==> config.mk <==
export PLATFORM = sky130hd
export DESIGN_NAME = fetch_queue_unit
export DESIGN_NICKNAME = d
export VERILOG_FILES = /design/src/rtl/fetch_queue_unit.sv
export SDC_FILE = /design/constraint.sdc
export NUM_CORES = 1
export LEC_CHECK = 0
export CAP_MARGIN = 20
export CORE_ASPECT_RATIO = 0.7
export CORE_MARGIN = 5
export CORE_UTILIZATION = 47
export DETAILED_ROUTE_END_ITERATION = 16
export DONT_BUFFER_PORTS = 1
export HOLD_SLACK_MARGIN = 0.08
export REMOVE_ABC_BUFFERS = 1
export SYNTH_ARGS = -nofsm -noshare
export SYNTH_HDL_FRONTEND = slang
export SYNTH_HIERARCHICAL = 1
export SYNTH_SLANG_ARGS = --single-unit
==> constraint.sdc <==
create_clock -name clk -period 5.95 [get_ports clk]
set_input_delay 1.19 -clock clk [delete_from_list [all_inputs] [get_ports clk]]
set_output_delay 1.19 -clock clk [all_outputs]
set_load 0.02 [all_outputs]
==> src/rtl/fetch_queue_unit.sv <==
// Fetch stage: credit-throttled I-cache line requests, in-order line queue, per-lane realignment, redirect squashing.
// Optional perf counters (perf_redirects/perf_dropped/perf_starved) are built when FETCH_PERF_EN is defined.
module fetch_queue_unit #(
  parameter int unsigned LANES    = 2,
  parameter int unsigned QDEPTH   = 4,
  parameter logic [31:0] RESET_PC = 32'h0
) (
  input  logic                clk,
  input  logic                reset,
  input  logic                redirect_valid,
  input  logic [31:0]         redirect_pc,
  output logic                imem_req_valid,
  input  logic                imem_req_ready,
  output logic [31:0]         imem_req_addr,
  input  logic                imem_rsp_valid,
  input  logic [32*LANES-1:0] imem_rsp_data,
  output logic [LANES-1:0]    out_valid,
  output logic [32*LANES-1:0] out_insn,
  output logic [32*LANES-1:0] out_pc,
`ifdef FETCH_PERF_EN
  output logic [31:0]         perf_redirects,
  output logic [31:0]         perf_dropped,
  output logic [31:0]         perf_starved,
`endif
  input  logic                out_ready
);

  localparam int unsigned LINE_BYTES = 4 * LANES;
  localparam int unsigned OFF        = $clog2(LINE_BYTES);
  localparam int unsigned LW         = OFF - 2;
  localparam int unsigned AW         = $clog2(QDEPTH);
  localparam logic [31:0] LINE_MASK  = ~(32'(LINE_BYTES) - 32'd1);
  localparam logic [AW+1:0] CREDITS  = (AW + 2)'(QDEPTH);
  localparam logic [AW:0] CNT_ZERO   = {(AW + 1){1'b0}};
  localparam logic [AW:0] CNT_ONE    = {{AW{1'b0}}, 1'b1};

  logic [31:0]         pc;
  logic [31:0]         pf_mem [QDEPTH];
  logic [31:0]         q_pc   [QDEPTH];
  logic [32*LANES-1:0] q_data [QDEPTH];
  logic [AW:0]         q_wr, q_rd, pf_wr, pf_rd, outstanding, drop_cnt;
  logic [AW:0]         q_count, rsp_dec, acc_inc;
  logic [AW+1:0]       credit_used;
  logic                q_empty, q_full, pf_empty, accept, q_push, q_pop, head_valid;
  logic [31:0]         head_pc, head_base;
  logic [LW-1:0]       start;

  assign q_count        = q_wr - q_rd;
  assign q_empty        = (q_wr == q_rd);
  assign q_full         = (q_wr[AW] != q_rd[AW]) && (q_wr[AW-1:0] == q_rd[AW-1:0]);
  assign pf_empty       = (pf_wr == pf_rd);
  assign credit_used    = {1'b0, q_count} + {1'b0, outstanding};
  assign imem_req_valid = !reset && !redirect_valid && (credit_used < CREDITS);
  assign imem_req_addr  = reset ? 32'h0 : (pc & LINE_MASK);
  assign accept         = imem_req_valid && imem_req_ready;
  assign rsp_dec        = imem_rsp_valid ? CNT_ONE : CNT_ZERO;
  assign acc_inc        = accept ? CNT_ONE : CNT_ZERO;
  assign q_push         = imem_rsp_valid && (drop_cnt == CNT_ZERO) && !redirect_valid;
  assign head_pc        = q_pc[q_rd[AW-1:0]];
  assign head_base      = head_pc & LINE_MASK;
  assign start          = head_pc[OFF-1:2];
  assign head_valid     = !reset && !redirect_valid && !q_empty;
  assign q_pop          = (|out_valid) && out_ready;

  // Head-entry realignment: lanes before the fetch PC's word offset are masked and zeroed.
  always_comb begin
    out_valid = {LANES{1'b0}};
    out_insn  = {(32 * LANES){1'b0}};
    out_pc    = {(32 * LANES){1'b0}};
    for (int i = 0; i < LANES; i++) begin
      if (head_valid && (LW'(i) >= start)) begin
        out_valid[i]        = 1'b1;
        out_insn[32*i +: 32] = q_data[q_rd[AW-1:0]][32*i +: 32];
        out_pc[32*i +: 32]   = head_base + 32'(4 * i);
      end else begin
        out_valid[i]        = 1'b0;
        out_insn[32*i +: 32] = 32'h0;
        out_pc[32*i +: 32]   = 32'h0;
      end
    end
  end

  // Control state: PC, pointers, in-flight and drop accounting.
  always_ff @(posedge clk) begin
    if (reset) begin
      pc          <= RESET_PC;
      q_wr        <= CNT_ZERO;
      q_rd        <= CNT_ZERO;
      pf_wr       <= CNT_ZERO;
      pf_rd       <= CNT_ZERO;
      outstanding <= CNT_ZERO;
      drop_cnt    <= CNT_ZERO;
    end else if (redirect_valid) begin
      pc          <= redirect_pc;
      q_rd        <= q_wr;
      pf_rd       <= pf_wr;
      outstanding <= outstanding - rsp_dec;
      // Lines already pending drop are still part of outstanding, so this covers every in-flight line once.
      drop_cnt    <= outstanding - rsp_dec;
    end else begin
      outstanding <= outstanding + acc_inc - rsp_dec;
      if (accept) begin
        pc    <= (pc & LINE_MASK) + 32'(LINE_BYTES);
        pf_wr <= pf_wr + CNT_ONE;
      end
      // Squashed lines lost their pc-FIFO entries in the flush, so a drop never pops it.
      if (imem_rsp_valid && (drop_cnt != CNT_ZERO)) begin
        drop_cnt <= drop_cnt - CNT_ONE;
      end
      if (q_push) begin
        q_wr  <= q_wr + CNT_ONE;
        pf_rd <= pf_rd + CNT_ONE;
      end
      if (q_pop) begin
        q_rd <= q_rd + CNT_ONE;
      end
    end
  end

  // Payload storage for pc-FIFO and line queue.
  always_ff @(posedge clk) begin
    if (accept) begin
      pf_mem[pf_wr[AW-1:0]] <= pc;
    end
    if (q_push && !reset) begin
      q_pc[q_wr[AW-1:0]]   <= pf_mem[pf_rd[AW-1:0]];
      q_data[q_wr[AW-1:0]] <= imem_rsp_data;
    end
  end

`ifdef FETCH_PERF_EN
  function automatic logic [31:0] sat_inc(input logic [31:0] v);
    return (v == 32'hFFFF_FFFF) ? v : (v + 32'd1);
  endfunction

  // Saturating performance counters.
  always_ff @(posedge clk) begin
    if (reset) begin
      perf_redirects <= 32'h0;
      perf_dropped   <= 32'h0;
      perf_starved   <= 32'h0;
    end else begin
      if (redirect_valid) perf_redirects <= sat_inc(perf_redirects);
      if (imem_rsp_valid && (redirect_valid || (drop_cnt != CNT_ZERO))) perf_dropped <= sat_inc(perf_dropped);
      if (q_empty && out_ready) perf_starved <= sat_inc(perf_starved);
    end
  end
`endif

  fetch_queue_unit_checker #(.AW(AW)) u_checker (
    .clk         (clk),
    .reset       (reset),
    .q_push      (q_push),
    .q_full      (q_full),
    .rsp_valid   (imem_rsp_valid),
    .outstanding (outstanding),
    .drop_cnt    (drop_cnt),
    .pf_empty    (pf_empty)
  );

endmodule

// Simulation-time protocol checks for fetch_queue_unit.
module fetch_queue_unit_checker #(
  parameter int unsigned AW = 2
) (
  input logic        clk,
  input logic        reset,
  input logic        q_push,
  input logic        q_full,
  input logic        rsp_valid,
  input logic [AW:0] outstanding,
  input logic [AW:0] drop_cnt,
  input logic        pf_empty
);

  // Overflow, spurious response and pc-FIFO underflow checks.
  always @(posedge clk) begin
    if (!reset) begin
      assert (!(q_push && q_full));
      assert (!(rsp_valid && (outstanding == {(AW + 1){1'b0}})));
      assert (!(rsp_valid && (drop_cnt == {(AW + 1){1'b0}}) && pf_empty));
    end
  end

endmodule

==> flow_summary.toml, run 1 <==
[critical_path]
crit_path_end_kind = "output pin"
cp_data_required_time_ns = 4.76
critical_path.max_fanout = 51
cp-start-kind = "input port"
startpoint = "redirect_valid"
rr_startpoint = "q_wr[0]$_SDFFE_PP0P_"
worstPathArrival_ns = 3.21
criticalPathCategory = "input port to output pin"
r2r_cells = 18

[route]
antenna_left = 1
vias_per_cell = 5.79
first_pass_iters = 5
wl_mm = 47.4
initialDrtViolationCount = 907
drc = 0
wl_per_cell_um = 25.3
vias = 10900

[clock_tree]
tritoncts = "yes"
ctsResizeCount = 0
path_clk_slew_ns = 0.06
cts_made_buffers = 53
clockRootBuffer = "clkbuf_16"
ctsHoldBuffers = 0
cts.path.max_buffers = 3
postCtsSetupBuffers = 0
h-tree-depth = 2
clock_sinks = 546
worst_skew_pair.late_latency_ns = 0.59

[placed_design]
placed_area_um2 = 22600
place_hpwl_mm = 28.3
port_buffers = 0
gp_congestion = 0.771

[yosys]
yosysWarnings = 6
ys_seq_area_share_pct = 72.5
syn_avg_cell_area_um2 = 18.1
synthArstFlopShare_pct = 0
synth_edf_count = 496
ys_ff_latch = 546
syn_area_um2 = 21900
synth_top_flop_cell = "edfxtp_1"
ys_types = 60
syn_inst = 1212

[sta]
maxSlewHeadroom_pct = 32.2
fin_skew_ns = 0.0147
finalCritPeriodShare_pct = 74.0
fmaxAchievable_mhz = 227
tightest_slew_ns = 1.02
final_max_slew_viol_count = 0
min_period_ns = 4.40
whs_ns = 0.487
setup_viol = 0
hold_viol = 0
rsz0062_at_grt = "false"

[run_status]
violations = "antenna rules"
status = "finished with violations"

[pwr]
p_leak_nw = 7.83
ir_worst_vdd_v = 0.000196
powerDensity_nw_per_um2 = 334

[finish]
fin_area_um2 = 24300
drive_gt1_share_pct = 19.2
syn_to_final_growth_pct = 10.6
final_nets = 1338

[job]
maxCapViolCount = 0

[floorplanning]
die_y_um = 191
core_area_um2 = 46300
start_util_pct = 47.3
die_x_um = 268
io_pins = 265
rows = 66
die_area_um2 = 51100

[hold_path]
hold_path_class = "register to register"
min_path_cells = 2
min-delay-start = "q_wr[2]$_SDFFE_PP0P_"

[grt]
grt_pass1_vias = 11200
grt_use_total_pct = 18.4
grt_max_degree = 81
grt_pass1_wl_mm = 71.2
grt_overflow_total = 0
antenna_found_initial = 2
-- cells by family (layout without fill, tap and decap cells) --
logic type | count (synthesis) | in the layout | share of synthesized area, %
compound gates | 84 | 84 | 2.48
other cells | 1 | 13 | 0.0171
mux | 129 | 129 | 13.0
flops | 546 | 546 | 72.5
simple gates | 315 | 315 | 8.10
buf+inv | 100 | 139 | 2.00
fa+ha+maj | 22 | 22 | 1.32
xor+xnor | 15 | 15 | 0.599
-- placed cells by master (no fill, tap or decap), drive strengths merged, types with 29 or more instances in the layout --
cell	instances
nor2b	57
mux4	124
and2	45
edfxtp	496
and3	68
nand2	48
dfxtp	50
clkbuf	66
a21oi	29
nor2	32
-- stage by stage --
step,power [mW],cells,TNS [ns],util [%],setup WS [ns]
floorplan,4.80,1137,-63.20,-,-1.40
CTS,8.21,1870,0,52.3,1.39
finish,8.11,1875,0,52.4,1.55
global route,8.44,1870,0,52.3,1.28
global placement,4.94,1771,0,48.7,1.50
detailed placement,4.95,1771,0,48.7,1.49
-- final cells by class --
cell class | count | area, µm²
clock buffers | 66 | 1380
inverters | 18 | 67.6
fillers | 3681 | 22100
flip-flops and latches | 546 | 15900
diodes | 5 | 12.5
repair buffers | 22 | 190
clock inverters | 33 | 300
well taps | 612 | 766
multi-input cells | 573 | 5640
-- critical path: stages --
cell,delay [ns]
nor2_4,0.54
and2_1,0.55
nor2b_2,0.23
buf_4,0.33
and2_1,0.31
-- final timing paths --
path / endpoint / slack (ns)
max: out_insn[0] / 1.55
min reg2reg: q_rd[2]$_SDFFE_PP0N_ / 0.49
max reg2reg: outstanding[2]$_SDFF_PP0_ / 2.05
min: q_rd[2]$_SDFFE_PP0N_ / 0.49
-- per-layer routing --
layer  wire length, µm  GRT usage [%]
met1             20700           26.1
met2             22900           29.6
met3              2890           4.05
met4               894           4.45
met5                20              0
-- flip-flops by register name, indices dropped and copies added (netlist names), named ones only --
signal and count:
q_data 256, pf_rd 2, drop_cnt 3, pc 30, q_rd 3, pf_mem 120
q_pc 120, pf_wr 2, outstanding 3, q_wr 3
-- cell usage after synthesis (all sizes together) (19+ instances only) --
master / instances / share of area [%]
edfxtp: 496 / 68
mux4: 124 / 13
and3: 68 / 1.9
nor2b: 57 / 1.6
dfxtp: 50 / 4.6
clkbuf: 49 / 0.84
nand2: 48 / 0.82
and2: 45 / 1.3
buf: 33 / 0.86
nor2: 32 / 0.55
a21oi: 29 / 0.66
ha: 20 / 1.1
nand3: 19 / 0.46
-- power by group --
group | switching [mW] | internal [mW] | total [mW] | leakage [nW]
Clock | 1.43 | 1.83 | 3.25 | 0.822
Combinational | 0.308 | 0.201 | 0.509 | 2.10
Sequential | 0.0745 | 4.27 | 4.35 | 4.91
Power figures use the tool's default switching activity.
==> inputs of run 2 (changes only) <==
clock period = 3.5 ns   (was 5.95 ns; I/O delays follow)
==> flow_summary.toml, run 2 (same netlist as run 1, synthesis figures left out) <==
[critical_path]
cp_data_required_time_ns = 2.80
slowest_delay_ns = 0.33
crit_chain = "buf_4 -> ha_1 -> nand2_1 -> or2_2 -> buf_4 -> and3_1 -> nor2b_1 -> buf_4"
critical_path.max_fanout = 36
cp-start-kind = "register"
critPathSlowestCell = "dfxtp_1"
criticalPathCategory = "register to output pin"
cpMostUsedCell = "buf_4"
worstPathArrival_ns = 2.61
crit_path_end_kind = "output pin"
r2r_setup_slack_ns = 0.23

[route]
initialDrtViolationCount = 792
wl_mm = 48.2
drc = 0
vias_per_cell = 5.76
wl_per_cell_um = 24.8
antenna_left = 0
vias = 11200
first_pass_iters = 5

[finish]
layout_common_cells = "496 x edfxtp_1, 124 x mux4_2, 88 x buf_4, 68 x and3_1, 56 x nor2b_1"
largest_register_ffs = 256
drive_gt1_share_pct = 23.9
final_common_cell = "edfxtp_1"
fillers = 3695
diodes = 0
final_cells = 1949
syn_to_final_growth_pct = 14.1
final_nets = 1419

[floorplanning]
die_x_um = 268
die_area_um2 = 51100
rows = 66
core_area_um2 = 46300
die_y_um = 191
io_pins = 265
start_util_pct = 47.3

[sta]
final_max_slew_viol_count = 0
rsz0062_at_grt = "false"
maxSlewHeadroom_pct = 36.7
finalCritPeriodShare_pct = 94.6
hold_viol = 0
fmaxAchievable_mhz = 302
setup_tns_ns = 0
setup_viol = 0
min_period_ns = 3.31
tightest_slew_ns = 0.949
fin_skew_ns = 0.0197

[clock_tree]
h-tree-depth = 2
clockRootBuffer = "clkbuf_16"
tritoncts = "yes"
path_clk_slew_ns = 0.06
cts_made_buffers = 52
clock_sinks = 546
cts.path.max_buffers = 3
worst_skew_pair.late_latency_ns = 0.58

[placed_design]
place_hpwl_mm = 29.6
gp_congestion = 0.807
placed_cells = 1853
port_buffers = 0

[pwr]
powerDensity_nw_per_um2 = 551
p_leak_nw = 8.28
ir_worst_vdd_v = 0.000358

[run_status]
status = "complete, no violations"

[grt]
grt_use_total_pct = 18.6
grt_pass1_wl_mm = 72.9
grt_max_degree = 77
antenna_found_initial = 0
grt_overflow_total = 0
grt_pass1_vias = 11700

[hold_path]
hold_path_class = "input port to register"

[job]
maxCapViolCount = 0
## run 2: what timing repair did
action,CTS,global route
gates resized for setup,0,2
hold buffers,0,0
endpoints found under the hold margin,0,0
endpoints found under the setup margin,0,1
setup buffers,0,0
## run 2: area by class of cell
type / instances / area [µm²] / share of cell area [%]
Multi-Input combinational cell: 573 / 5640 / 22.6
Clock buffer: 65 / 1360 / 5.44
Clock inverter: 31 / 288 / 1.15
Sequential cell: 546 / 15900 / 63.6
Tap cell: 612 / 766 / 3.06
Timing Repair Buffer: 104 / 981 / 3.92
Inverter: 18 / 67.6 / 0.270
## run 2: path summary, 6_finish.rpt
kind	start	depth (start not counted)	end
max	q_wr[1]$_SDFFE_PP0P_	8	out_pc[18]
min	reset	1	outstanding[2]$_SDFF_PP0_
max reg2reg	q_wr[0]$_SDFFE_PP0P_	17	outstanding[2]$_SDFF_PP0_
min reg2reg	q_wr[2]$_SDFFE_PP0P_	2	q_rd[2]$_SDFFE_PP0N_
## run 2: metal layers
metal | track usage, % | share of wire (%)
met3 | 3.83 | 6.1
met4 | 4.53 | 2.1
met5 | 0 | 0
met2 | 29.2 | 47
met1 | 27.3 | 44
## run 2: through the flow
| step | total power, mW | hold slack, ns | setup WS [ns] | utilization [%] | cell area (µm²) |
|---|---|---|---|---|---|
| floorplan | 8.15 | 0.454 | -3.36 | - | 21600 |
| global placement | 8.47 | 0.469 | 0.0657 | 50.4 | 23400 |
| detailed placement | 8.48 | 0.485 | 0.0740 | 50.4 | 23400 |
| CTS | 14.0 | 0.150 | 0.0676 | 54.0 | 25000 |
| global route | 14.3 | 0.148 | 0.0237 | 54.0 | 25000 |
| finish | 13.8 | 0.185 | 0.189 | 54.0 | 25000 |
## run 2: report_power, final
part,internal [mW],switching (mW),total [mW],leakage [nW]
registers,7.26,0.123,7.38,4.91
logic,0.404,0.541,0.945,2.58
clock network,3.07,2.40,5.46,0.786
total,10.7,3.06,13.8,8.28
## run 2: critical path: cells and delay by family (launching register included)
kind,cells,cell delay [ns]
adders and majority gates,1,0.27
and+or+nand+nor,4,0.77
buffers and inverters,3,0.60
DFF,1,0.33
